**src/rtl/framebuffer_port_arbiter_pkg.sv**
```systemverilog
// Shared types and default widths for the framebuffer port arbiter.
// The optional statistics counters are built only when FBARB_STATS_EN is defined.
package framebuffer_port_arbiter_pkg;

  localparam int unsigned BYTE_ADDR_W         = 12;
  localparam int unsigned WORD_ADDR_W         = BYTE_ADDR_W - 1;
  localparam int unsigned BYTE_W              = 8;
  localparam int unsigned WORD_W              = 16;
  localparam int unsigned STALL_W             = 16;
  localparam int unsigned STARVE_EV_W         = 8;
  localparam int unsigned FIFO_DEPTH_LOG2_DEF = 2;
  localparam int unsigned STARVE_LIMIT_DEF    = 8;
  localparam int unsigned STARVE_W_DEF        = 4;

  typedef enum logic [1:0] {
    GNT_IDLE = 2'd0,
    GNT_RD   = 2'd1,
    GNT_WR   = 2'd2
  } grant_e;

  // Queued byte write: {addr, data} = 20 bits
  typedef struct packed {
    logic [BYTE_ADDR_W-1:0] addr;
    logic [BYTE_W-1:0]      data;
  } wr_entry_t;

  // Byte address bit 0 selects the low lane, otherwise the high lane
  function automatic logic [1:0] lane_be(input logic lo_byte);
    return lo_byte ? 2'b01 : 2'b10;
  endfunction

endpackage

```
**src/rtl/framebuffer_port_arbiter_wfifo.sv**
```systemverilog
// Synchronous write FIFO for queued byte writes; resets asynchronously to empty.
// o_not_full is registered from the next-state count so a full FIFO never passes through.
module framebuffer_port_arbiter_wfifo
  import framebuffer_port_arbiter_pkg::*;
#(
  parameter int unsigned DEPTH_LOG2 = FIFO_DEPTH_LOG2_DEF
) (
  input  logic              i_clk,
  input  logic              i_rst,
  input  logic              i_push,
  input  wr_entry_t         i_data,
  input  logic              i_pop,
  output wr_entry_t         o_head_c,
  output logic [DEPTH_LOG2:0] o_count,
  output logic              o_not_full
);

  localparam int unsigned DEPTH = 1 << DEPTH_LOG2;
  localparam int unsigned CNT_W = DEPTH_LOG2 + 1;

  wr_entry_t             r_mem [DEPTH];
  logic [DEPTH_LOG2-1:0] r_wr_ptr;
  logic [DEPTH_LOG2-1:0] r_rd_ptr;
  logic [CNT_W-1:0]      r_count;
  logic                  r_not_full;
  logic [CNT_W-1:0]      w_count_nxt;
  logic                  w_push;
  logic                  w_pop;

  assign w_push = i_push && (r_count < CNT_W'(DEPTH));
  assign w_pop  = i_pop && (r_count != '0);

  always_comb begin
    w_count_nxt = r_count;
    if (w_push && !w_pop) begin
      w_count_nxt = r_count + CNT_W'(1);
    end else if (!w_push && w_pop) begin
      w_count_nxt = r_count - CNT_W'(1);
    end
  end

  always_ff @(posedge i_clk or posedge i_rst) begin
    if (i_rst) begin
      r_wr_ptr   <= '0;
      r_rd_ptr   <= '0;
      r_count    <= '0;
      r_not_full <= 1'b0;
    end else begin
      if (w_push) r_wr_ptr <= r_wr_ptr + DEPTH_LOG2'(1);
      if (w_pop)  r_rd_ptr <= r_rd_ptr + DEPTH_LOG2'(1);
      r_count    <= w_count_nxt;
      r_not_full <= (w_count_nxt < CNT_W'(DEPTH));
    end
  end

  // Storage needs no reset; the pointers define what is valid
  always_ff @(posedge i_clk) begin
    if (w_push) r_mem[r_wr_ptr] <= i_data;
  end

  assign o_head_c   = r_mem[r_rd_ptr];
  assign o_count    = r_count;
  assign o_not_full = r_not_full;

endmodule

```
**src/rtl/framebuffer_port_arbiter.sv**
```systemverilog
// Shares one single-port 16-bit framebuffer RAM between byte writes (queued) and pixel reads.
// Define FBARB_STATS_EN to build the stall / forced-write statistics counters.
module framebuffer_port_arbiter
  import framebuffer_port_arbiter_pkg::*;
#(
  parameter int unsigned FIFO_DEPTH_LOG2 = FIFO_DEPTH_LOG2_DEF,
  parameter int unsigned STARVE_LIMIT    = STARVE_LIMIT_DEF,
  parameter int unsigned STARVE_W        = STARVE_W_DEF
) (
  input  logic                   i_clk,
  input  logic                   i_rst,
  input  logic                   i_wr_req,
  input  logic [BYTE_ADDR_W-1:0] i_wr_addr,
  input  logic [BYTE_W-1:0]      i_wr_data,
  output logic                   o_wr_ready,
  input  logic                   i_rd_req,
  input  logic [WORD_ADDR_W-1:0] i_rd_addr,
  output logic                   o_rd_ack,
  output logic                   o_rd_valid,
  output logic [WORD_W-1:0]      o_rd_data,
  output logic [WORD_ADDR_W-1:0] o_ram_addr,
  output logic [WORD_W-1:0]      o_ram_wdata,
  output logic [1:0]             o_ram_be,
  output logic                   o_ram_we,
  output logic                   o_ram_ce,
  input  logic [WORD_W-1:0]      i_ram_rdata,
  output logic [STALL_W-1:0]     o_stall_count,
  output logic [STARVE_EV_W-1:0] o_starve_events
);

  wr_entry_t              w_wr_entry;
  wr_entry_t              w_head;
  logic [FIFO_DEPTH_LOG2:0] w_count;
  logic                   w_not_full;
  logic                   w_nonempty;
  logic                   w_starved;
  grant_e                 w_grant;

  logic [WORD_ADDR_W-1:0] r_ram_addr;
  logic [WORD_W-1:0]      r_ram_wdata;
  logic [1:0]             r_ram_be;
  logic                   r_ram_we;
  logic                   r_ram_ce;
  logic                   r_rd_ack;
  logic                   r_rd_valid;
  logic [WORD_W-1:0]      r_rd_hold;
  logic [STARVE_W-1:0]    r_starve_cnt;

  assign w_wr_entry = '{addr: i_wr_addr, data: i_wr_data};

  framebuffer_port_arbiter_wfifo #(
    .DEPTH_LOG2 (FIFO_DEPTH_LOG2)
  ) u_wfifo (
    .i_clk      (i_clk),
    .i_rst      (i_rst),
    .i_push     (i_wr_req && w_not_full),
    .i_data     (w_wr_entry),
    .i_pop      (w_grant == GNT_WR),
    .o_head_c   (w_head),
    .o_count    (w_count),
    .o_not_full (w_not_full)
  );

  assign w_nonempty = (w_count != '0);
  assign w_starved  = w_nonempty && (r_starve_cnt >= STARVE_W'(STARVE_LIMIT));

  // Reads win unless queued writes have waited STARVE_LIMIT read grants
  always_comb begin
    w_grant = GNT_IDLE;
    if (i_rd_req && !w_starved) begin
      w_grant = GNT_RD;
    end else if (w_nonempty) begin
      w_grant = GNT_WR;
    end
  end

  always_ff @(posedge i_clk or posedge i_rst) begin
    if (i_rst) begin
      r_ram_addr   <= '0;
      r_ram_wdata  <= '0;
      r_ram_be     <= '0;
      r_ram_we     <= 1'b0;
      r_ram_ce     <= 1'b0;
      r_rd_ack     <= 1'b0;
      r_rd_valid   <= 1'b0;
      r_rd_hold    <= '0;
      r_starve_cnt <= '0;
    end else begin
      r_ram_ce <= 1'b0;
      r_ram_we <= 1'b0;
      r_ram_be <= '0;
      r_rd_ack <= 1'b0;
      unique case (w_grant)
        GNT_RD: begin
          r_ram_ce   <= 1'b1;
          r_ram_addr <= i_rd_addr;
          r_rd_ack   <= 1'b1;
        end
        GNT_WR: begin
          r_ram_ce    <= 1'b1;
          r_ram_we    <= 1'b1;
          r_ram_addr  <= w_head.addr[BYTE_ADDR_W-1:1];
          r_ram_wdata <= {w_head.data, w_head.data};
          r_ram_be    <= lane_be(w_head.addr[0]);
        end
        default: ;
      endcase

      if ((w_grant == GNT_WR) || !w_nonempty) begin
        r_starve_cnt <= '0;
      end else if ((w_grant == GNT_RD) && (r_starve_cnt < STARVE_W'(STARVE_LIMIT))) begin
        r_starve_cnt <= r_starve_cnt + STARVE_W'(1);
      end

      r_rd_valid <= r_rd_ack;
      if (r_rd_valid) r_rd_hold <= i_ram_rdata;
    end
  end

  // RAM output is already registered: present it during the valid cycle, then hold it
  assign o_rd_data   = r_rd_valid ? i_ram_rdata : r_rd_hold;
  assign o_rd_valid  = r_rd_valid;
  assign o_rd_ack    = r_rd_ack;
  assign o_wr_ready  = w_not_full;
  assign o_ram_addr  = r_ram_addr;
  assign o_ram_wdata = r_ram_wdata;
  assign o_ram_be    = r_ram_be;
  assign o_ram_we    = r_ram_we;
  assign o_ram_ce    = r_ram_ce;

`ifdef FBARB_STATS_EN
  logic [STALL_W-1:0]     r_stall_count;
  logic [STARVE_EV_W-1:0] r_starve_events;

  // Saturating counters, cleared only by reset
  always_ff @(posedge i_clk or posedge i_rst) begin
    if (i_rst) begin
      r_stall_count   <= '0;
      r_starve_events <= '0;
    end else begin
      if (i_wr_req && !w_not_full && (r_stall_count != '1)) begin
        r_stall_count <= r_stall_count + STALL_W'(1);
      end
      if ((w_grant == GNT_WR) && i_rd_req && (r_starve_events != '1)) begin
        r_starve_events <= r_starve_events + STARVE_EV_W'(1);
      end
    end
  end

  assign o_stall_count   = r_stall_count;
  assign o_starve_events = r_starve_events;
`else
  assign o_stall_count   = '0;
  assign o_starve_events = '0;
`endif

endmodule

```
**config.mk**
```make
export PLATFORM = sky130hd
export DESIGN_NAME = framebuffer_port_arbiter
export DESIGN_NICKNAME = d
export VERILOG_FILES = /design/src/rtl/framebuffer_port_arbiter_pkg.sv /design/src/rtl/framebuffer_port_arbiter_wfifo.sv /design/src/rtl/framebuffer_port_arbiter.sv
export SDC_FILE = /design/constraint.sdc
export NUM_CORES = 1
export LEC_CHECK = 0
export CORE_MARGIN = 4
export CORE_UTILIZATION = 45
export DETAILED_ROUTE_END_ITERATION = 16
export GPL_ROUTABILITY_DRIVEN = 1
export PLACE_DENSITY = 0.75
export SYNTH_ARGS = -nofsm -noshare
export SYNTH_HDL_FRONTEND = slang
export SYNTH_SLANG_ARGS = --single-unit
```
**constraint.sdc**
```tcl
create_clock -name i_clk -period 2.2 [get_ports i_clk]
set_input_delay 0.44 -clock i_clk [delete_from_list [all_inputs] [get_ports i_clk]]
set_output_delay 0.44 -clock i_clk [all_outputs]
set_load 0.005 [all_outputs]
```
# Yosys cells after proc, flatten, opt, wreduce, memory -nomap -nowiden
# Memories as Yosys holds them, arrays and structs flattened.
# Cells that the tools add are included.
op_classes:
  n_addsub: 5
  n_lt_le_gt_ge: 4
  eq_ne: 2
  muxes: 15
  n_reduce_logical: 17
ops:
  columns: ["cell", "count"]
  rows:
  - ["11-bit one-hot mux with 2 select lines", 1]
  - ["16-bit 2-to-1 mux", 1]
  - ["1-bit logical AND", 8]
  - ["2-bit 2-to-1 mux", 4]
  - ["4-bit 2-to-1 mux", 2]
  - ["3-bit < comparator (second input constant)", 2]
  - ["3-bit 2-to-1 mux", 2]
  - ["1-bit 2-to-1 mux", 5]
  - ["2-bit by 1-bit adder with 2-bit output (second input constant)", 2]
  - ["4-bit by 1-bit adder with 4-bit output (second input constant)", 1]
  - ["4-bit >= comparator (second input constant)", 1]
  - ["1-bit logical NOT", 4]
  - ["4-bit < comparator (second input constant)", 1]
  - ["2-bit nonzero test", 2]
  - ["3-bit by 1-bit adder with 3-bit output (second input constant)", 1]
  - ["3-bit nonzero test", 1]
  - ["3-bit by 1-bit subtractor with 3-bit output (second input constant)", 1]
  - ["2-bit by 1-bit == test with 1-bit output (second input constant)", 1]
  - ["2-bit == test (second input constant)", 1]
  - ["2-bit OR reduction", 1]
  - ["1-bit logical OR", 1]
word_totals:
  regBits: 61
  ram_bits: 80
  inputBits: 51
  out_inout_bits: 74
  elab_cells: 57
  mem_count: 1
memory_table:
  columns: ["name", "depth", "word_bits", "rd", "rd_ports_with_merged_regs", "wr", "line", "rtl"]
  rows:
  - ["u_wfifo.r_mem", 4, 20, 1, 0, 1, "framebuffer_port_arbiter_wfifo.sv:21", "wr_entry_t r_mem [DEPTH];"]

# Depth between registers and ports, before layout
# Gate-level depths: netlist of the first run.
depth:
  ltp_word: 11
  mapped_depth: 10
  mapped_depth_nobuf: 9

# By module
# Synthesis of the first run repeated with hierarchy kept, for this count alone.
unflattened:
  cells_unflattened: 320
  area_unflattened_um2: 5482.8
by_module_without_submodules:
  columns: ["mod", "instances", "cells_per_inst", "area_per_inst_um2", "seq_area_each_um2"]
  rows:
  - ["framebuffer_port_arbiter_wfifo", 1, 156, 3407.0, 2602.5]
  - ["framebuffer_port_arbiter", 1, 164, 2075.7, 1126.1]

# Least setup slack after synthesis of the first run
# No wires, ideal clock.
synth_timing:
  path_kind: "input-to-reg"
  startpoint: "in i_rd_req"
  endpoint: "reg (tool-made name)"
  setup_time_ns: 0.121
  arrival_ns: 2.000
  required_ns: 2.079
  setup_slack_ns: 0.079
  stages: 8
  n_path_buf: 2
  cell_sequence: "buf_2 -> nand2b_1 -> nand2_1 -> buf_2 -> inv_1 -> ha_1 -> a221o_1 -> a22o_1"
synth_lines:
  columns: ["element", "line", "rtl"]
  rows:
  - ["from (decl)", "framebuffer_port_arbiter.sv:16", "input logic i_rd_req,"]

# Final worst setup path of the first run
layout_timing:
  startpoint: "reg r_rd_valid (netlist: o_rd_valid)"
  endpoint: "out o_rd_data[15]"
layout_between:
  elab_chain_len: 1
layout_lines:
  columns: ["element", "line", "rtl"]
  rows:
  - ["from (decl)", "framebuffer_port_arbiter.sv:45", "logic r_rd_valid;"]
  - ["from (signal assigned)", "framebuffer_port_arbiter.sv:115", "r_rd_valid <= r_rd_ack;"]
  - ["16-bit 2-to-1 mux", null, null]
  - ["to (decl)", "framebuffer_port_arbiter.sv:20", "output logic [WORD_W-1:0] o_rd_data,"]
# Every way passes these cells.

==> results of run 1 <==
flip-flops by register name, indices dropped and copies added (netlist names), 4 cells and up, named ones only:
signal         flops
r_starve_cnt       4
u_wfifo.r_mem     80
o_ram_wdata        8
r_rd_hold         16
o_ram_addr        11
cells in the mapped netlist (7+ instances only):
cell / number
a221o_1: 9
and3_1: 9
buf_4: 32
dfrtp_1: 53
edfxtp_1: 80
ha_1: 11
inv_1: 12
mux2_2: 25
mux4_1: 7
mux4_2: 13
nor2_1: 9
stage by stage:
stage	hold slack [ns]	setup slack, ns
floorplan	0.3757	0.07913
global placement	0.3624	0.1230
detailed placement	0.3792	0.09815
CTS	0.3682	-0.02327
global route	0.4208	-0.001935
finish	0.3665	0.04903
power groups by stage:
stage               combinational [uW]  sequential [uW]  clock (uW)
floorplan                         1900             3720           0
global placement                  3360             3780           0
detailed placement                3430             3810           0
CTS                               3400             3780        2720
global route                      3720             3850        2840
finish                            3440             3780        2670
cells by family after synthesis:
family	count (synthesis)	share of synthesized area
buffers and inverters	55	0.06424
AOI/OAI and AO/OA	21	0.03086
muxes	48	0.1451
DFF	133	0.6862
adders and majority gates	11	0.02533
xor gates and xnor gates	5	0.008059
and+or+nand+nor	39	0.03960
other	1	0.0006901
path summary, 6_finish.rpt:
check                                               to  cells past startpoint
max                                      o_rd_data[15]                      3
min                        o_ram_wdata[13]$_DFFE_PP0P_                      2
max reg2reg                                       flop                      8
min reg2reg                       o_rd_valid$_DFF_PP0_                      0
max in group asynchronous    o_ram_addr[6]$_DFFE_PP0P_                      3
min in group i_clk                o_rd_valid$_DFF_PP0_                      0
cell type report:
cell class | count | area (um2) | area share
Sequential cell | 133 | 3729 | 0.5147
Multi-Input combinational cell | 148 | 1443 | 0.1991
Tap cell | 143 | 178.9 | 0.02470
Timing Repair Buffer | 128 | 1284 | 0.1772
Clock buffer | 18 | 429.2 | 0.05924
Inverter | 12 | 45.04 | 0.006218
Clock inverter | 14 | 136.4 | 0.01883
placed cells by master (no fill, tap or decap), drive strengths merged:
cell type,count
bufinv,2
edfxtp,80
o21ai,2
inv,13
nand2b,3
ha,11
mux2i,3
nand2,6
dlygate4sd2,12
a21oi,5
dfrtp,53
nor3b,5
clkinvlp,5
mux2,25
a211oi,1
and3,9
and2,4
xnor2,5
mux4,20
clkbuf,18
o21a,3
conb,24
clkdlybuf4s50,88
clkinv,6
a221o,9
buf,28
nand3,2
nor2b,1
a22o,1
nor2,9
what timing repair did:
item | CTS | global route
endpoints found under the setup margin | 16 | 4
resized for setup | 14 | 1
hold buffers | 0 | 0
setup buffers | 0 | 7
pin swaps | 0 | 0
metal layers:
layer,vias up,track usage,part of all wire
li1,1367,-,-
met1,1501,0.2013,0.42
met2,137,0.2584,0.48
met3,22,0.06151,0.073
met4,2,0.07033,0.023
met5,-,0,0.0011
==> flow_summary.toml, run 1 <==
[critical_path]
cp.arrival_ns = 1.71
startpoint = "o_rd_valid$_DFF_PP0_"
cp_slowest_stage_delay_ns = 0.45
path_cells = "buf_12 > mux2_2 > clkdlybuf4s50_1"
rr_startpoint = "u_wfifo.o_count[0]$_DFFE_PP0P_"
cpMaxStageDelayCell = "clkdlybuf4s50_1"
worstPathRequired_ns = 1.76
critical_path_class = "reg -> out"
worst-path-buf-inv = 2
path_delay_family = "buffers and inverters"
cp_max_fo = 12
critPathCaptureType = "output port"
reg2reg_slack_ns = 0.32
startpoint_type = "flop"

[clock_network]
cts_buffer_depth = 2
clockRootBuffer = "clkbuf_16"
cts_buffers = 17
cts_max_level = 4
insertion_delay_ns = 0.42
cts_num_sinks = 133
clk_pin_slew_ns = 0.06
cts_tree = "yes"

[pwr]
worst_ir_drop_vdd_v = 0.0006925
p_leak_uw = 0.002850
comb_power_share = 0.348
finalPower_uw = 9880
intPower_uw = 7120
clockPowerShare = 0.270
switching_share = 0.2794
seqPwrFrac = 0.382
p_sw_uw = 2761
p_per_area_nw_per_um2 = 1364

[floorplan]
pin_count = 125
num_rows = 39
die-area_um2 = 13900
core-area_um2 = 11610
initial_core_util = 0.4679
chipWidth_um = 117.9
die_y_um = 117.9

[layout]
areaGrowthSynthToFinish_pct = 33.32
design_area_um2 = 7244
drive_above_1_share = 0.2141
fillCellCount = 871
layout.nets = 502
post-route-util = 0.6238
fin_cells = 596
num_antenna_cells = 0

[placed_design]
dpl.cell_count = 557
post_dp_cell_area_um2 = 6629
hpwlAfterDp_mm = 7.237
gp_congestion = 0.8042
portBuffers = 100

[yosys]
synth-seq-area-share = 0.6862
ys_types = 30
syn-instance-count = 313
syn-mean-instance-area_um2 = 17.36
ys_seq_elements = 133
yosys.area.top_type_share = 0.4421
yosys-top-cells-area = "edfxtp_1 44%, dfrtp_1 24%, mux4_2 5.4%, mux2_2 5.2%, buf_4 4.4%"
yosysTopAreaCell = "edfxtp_1"
yosys_warnings = 0
async_flop_share = 0.3985
ys.flop_type = "edfxtp_1"
synth_enable_flop_cells = 80
synth_area_um2 = 5434

[drt]
drtIter0Drc = 133
vias = 3029
drc = 0
first_pass_iters = 4
ant_nets = 0
viasPerCell = 5.082
wl_per_cell_um = 18.12
drt-total-wl_mm = 10.80

[sta]
report.final.slew_viol_count = 0
setup_viol = 0
fin_skew_ns = 0.01044
fin_crit_sh = 0.9777
setup_tns_ns = 0
slew_headroom = 0.6400
max_freq_mhz = 464.9
min_period_ns = 2.151
worstMarginPinSlew_ns = 0.5400
final-hold-violation-count = 0

[global_routing]
grt_max_degree = 36
antenna_found_initial = 1
grt_pass1_wl_mm = 17.15
track_usage = 0.1632
grt_pass1_vias = 3198
overflow = 0

[job]
max_cap_viol_count = 0

[min_path]
hold_class = "in -> async"

[outcome]
status = "finished, final reports clean"
Note: power is estimated with default switching activity, not from simulation.
==> run 2: changes to the inputs <==
- ABC_CLOCK_PERIOD_IN_PS: default -> 2200
==> results of run 2 <==
The final DEF is identical to that of run 1; final timing and power are the same.
==> run 3: changes to the inputs <==
- REMOVE_ABC_BUFFERS: default -> 1
==> run 3 against run 2 <==
Cell count is 0.67% lower; count of clock-buffer cells in the layout up 1; hold slack worse by 0.062 ns; largest cell class unchanged; critical endpoint is now o_rd_data[7]; fmax hardly changed; register-to-register slack gained 0.05 ns; total power rose by 3.0%; critical path type unchanged; highest routed layer is now met4.
==> flow_summary.toml, run 3 (synthesis results as in run 1) <==
[layout]
largest_reg_flops = 80
num_antenna_cells = 0
largest_register = "u_wfifo.r_mem"
final_common_cell = "clkdlybuf4s50_1"
drive_above_1_share = 0.2138
final_cell_mix = "88 x clkdlybuf4s50_1, 80 x edfxtp_1, 53 x dfrtp_1"
layout.nets = 498
fillCellCount = 850
areaGrowthSynthToFinish_pct = 34.29

[pwr]
seqPwrFrac = 0.371
switching_share = 0.2747
clockPowerShare = 0.296
p_leak_uw = 0.002894
worst_ir_drop_vdd_v = 0.0008415
finalPower_uw = 10180
p_per_area_nw_per_um2 = 1395
p_sw_uw = 2795
intPower_uw = 7381
comb_power_share = 0.334

[floorplan]
core-area_um2 = 11610
die_y_um = 117.9
num_rows = 39
pin_count = 125
die-area_um2 = 13900
initial_core_util = 0.4679
chipWidth_um = 117.9

[global_routing]
grt_pass1_vias = 3252
grt_pass1_wl_mm = 17.55
track_usage = 0.1651
grt_max_degree = 22
overflow = 0
antenna_found_initial = 0

[drt]
vias = 3043
viasPerCell = 5.140
drt-total-wl_mm = 10.82
ant_nets = 0
drc = 0
first_pass_iters = 4
wl_per_cell_um = 18.28
drtIter0Drc = 118

[clock_network]
insertion_delay_ns = 0.41
cts_tree = "yes"
cts_max_level = 4
cts_buffer_depth = 2
postCtsHoldBufs = 0
cts_buffers = 17
clk_pin_slew_ns = 0.05
cts_num_sinks = 133
clockRootBuffer = "clkbuf_16"

[placed_design]
gp_congestion = 0.7097
hpwlAfterDp_mm = 7.174
portBuffers = 100

[critical_path]
worstPathRequired_ns = 1.76
cp.arrival_ns = 1.71
startpoint_type = "flop"
critPathCaptureType = "output port"
critical_path_class = "reg -> out"
cp_max_fo = 12

[sta]
fin_skew_ns = 0.006862
setup_viol = 0
min_period_ns = 2.150
final-hold-violation-count = 0
grt_setup_unrepaired = "no"
report.final.slew_viol_count = 0
max_freq_mhz = 465.1
worstMarginPinSlew_ns = 0.5938
slew_headroom = 0.6041
setup_tns_ns = 0
fin_crit_sh = 0.9774

[job]
max_cap_viol_count = 0

[outcome]
status = "finished, final reports clean"

[min_path]
hold_class = "in -> async"
[run 3: cell count changes in the layout (fill, tap and decap cells not counted), sizes merged]
cell	change
dlymetal6s2s	+3
clkinvlp	-2
clkinv	-5
inv	+4
dlygate4sd2	-3
clkbuf	+1
bufinv	+2
buf	-4
[run 3: worst paths after layout]
kind / from / endpoint / slack, ns / cells after the start
worst max register to register: u_wfifo.o_count[1]$_DFFE_PP0P_ / flop / 0.37 / 8
worst max-delay path: o_rd_valid$_DFF_PP0_ / o_rd_data[7] / 0.05 / 3
max in group asynchronous: i_rst / r_rd_hold[1]$_DFF_PP0_ / 1.43 / 3
min in group i_clk: o_rd_ack$_DFF_PP0_ / o_rd_valid$_DFF_PP0_ / 0.40 / 0
worst min-delay path: i_rst / r_rd_hold[3]$_DFF_PP0_ / 0.30 / 2
worst min register to register: o_rd_ack$_DFF_PP0_ / o_rd_valid$_DFF_PP0_ / 0.40 / 0
[run 3: area by class of cell]
| type | count | area, um2 | area share |
|---|---|---|---|
| sequential | 133 | 3729 | 0.5110 |
| multi-input combinational | 148 | 1443 | 0.1977 |
| timing repair buffer | 124 | 1265 | 0.1734 |
| clock buffer | 19 | 442.9 | 0.06070 |
| clock inverter | 13 | 193.9 | 0.02658 |
| tap | 143 | 178.9 | 0.02452 |
| inverter | 12 | 45.04 | 0.006173 |
[run 3: stage by stage]
stage	hold WS, ns	instance area (um2)	cells	setup slack (ns)	utilization
2_1_floorplan	0.3757	5216	293	-0.01932	-
3_3_place_gp	0.3583	6629	557	0.1227	0.5708
3_5_place_dp	0.3791	6629	557	0.06250	0.5708
4_1_cts	0.2931	7262	589	-0.01602	0.6253
5_1_grt	0.3260	7297	592	0.00004896	0.6283
6_report	0.3042	7297	592	0.04976	0.6283
[run 3: critical path, stage by stage (launching register included)]
cell and delay [ns]:
dfrtp_1 0.37, buf_12 0.14, mux2_2 0.35, clkdlybuf4s50_1 0.45
[run 3: power by group through the flow]
stage	sequential (uW)	combinational, uW	clock, uW
2_1_floorplan	3890	1500	0
3_3_place_gp	3760	3370	0
3_5_place_dp	3810	3440	0
4_1_cts	3780	3420	3060
5_1_grt	3850	3680	3200
6_report	3770	3390	3010
[run 3: layer usage]
metal / up-vias / GRT usage / share of wire
met4: 0 / 0.05055 / 0.0084
li1: 1363 / - / -
met1: 1530 / 0.2008 / 0.41
met3: 10 / 0.06151 / 0.074
met5: - / 0 / 0
met2: 140 / 0.2752 / 0.50
[run 3: what timing repair did]
item / in CTS / in global routing
setup buffers: 0 / 3
resized for setup: 11 / 4
setup endpoints to repair: 16 / 7
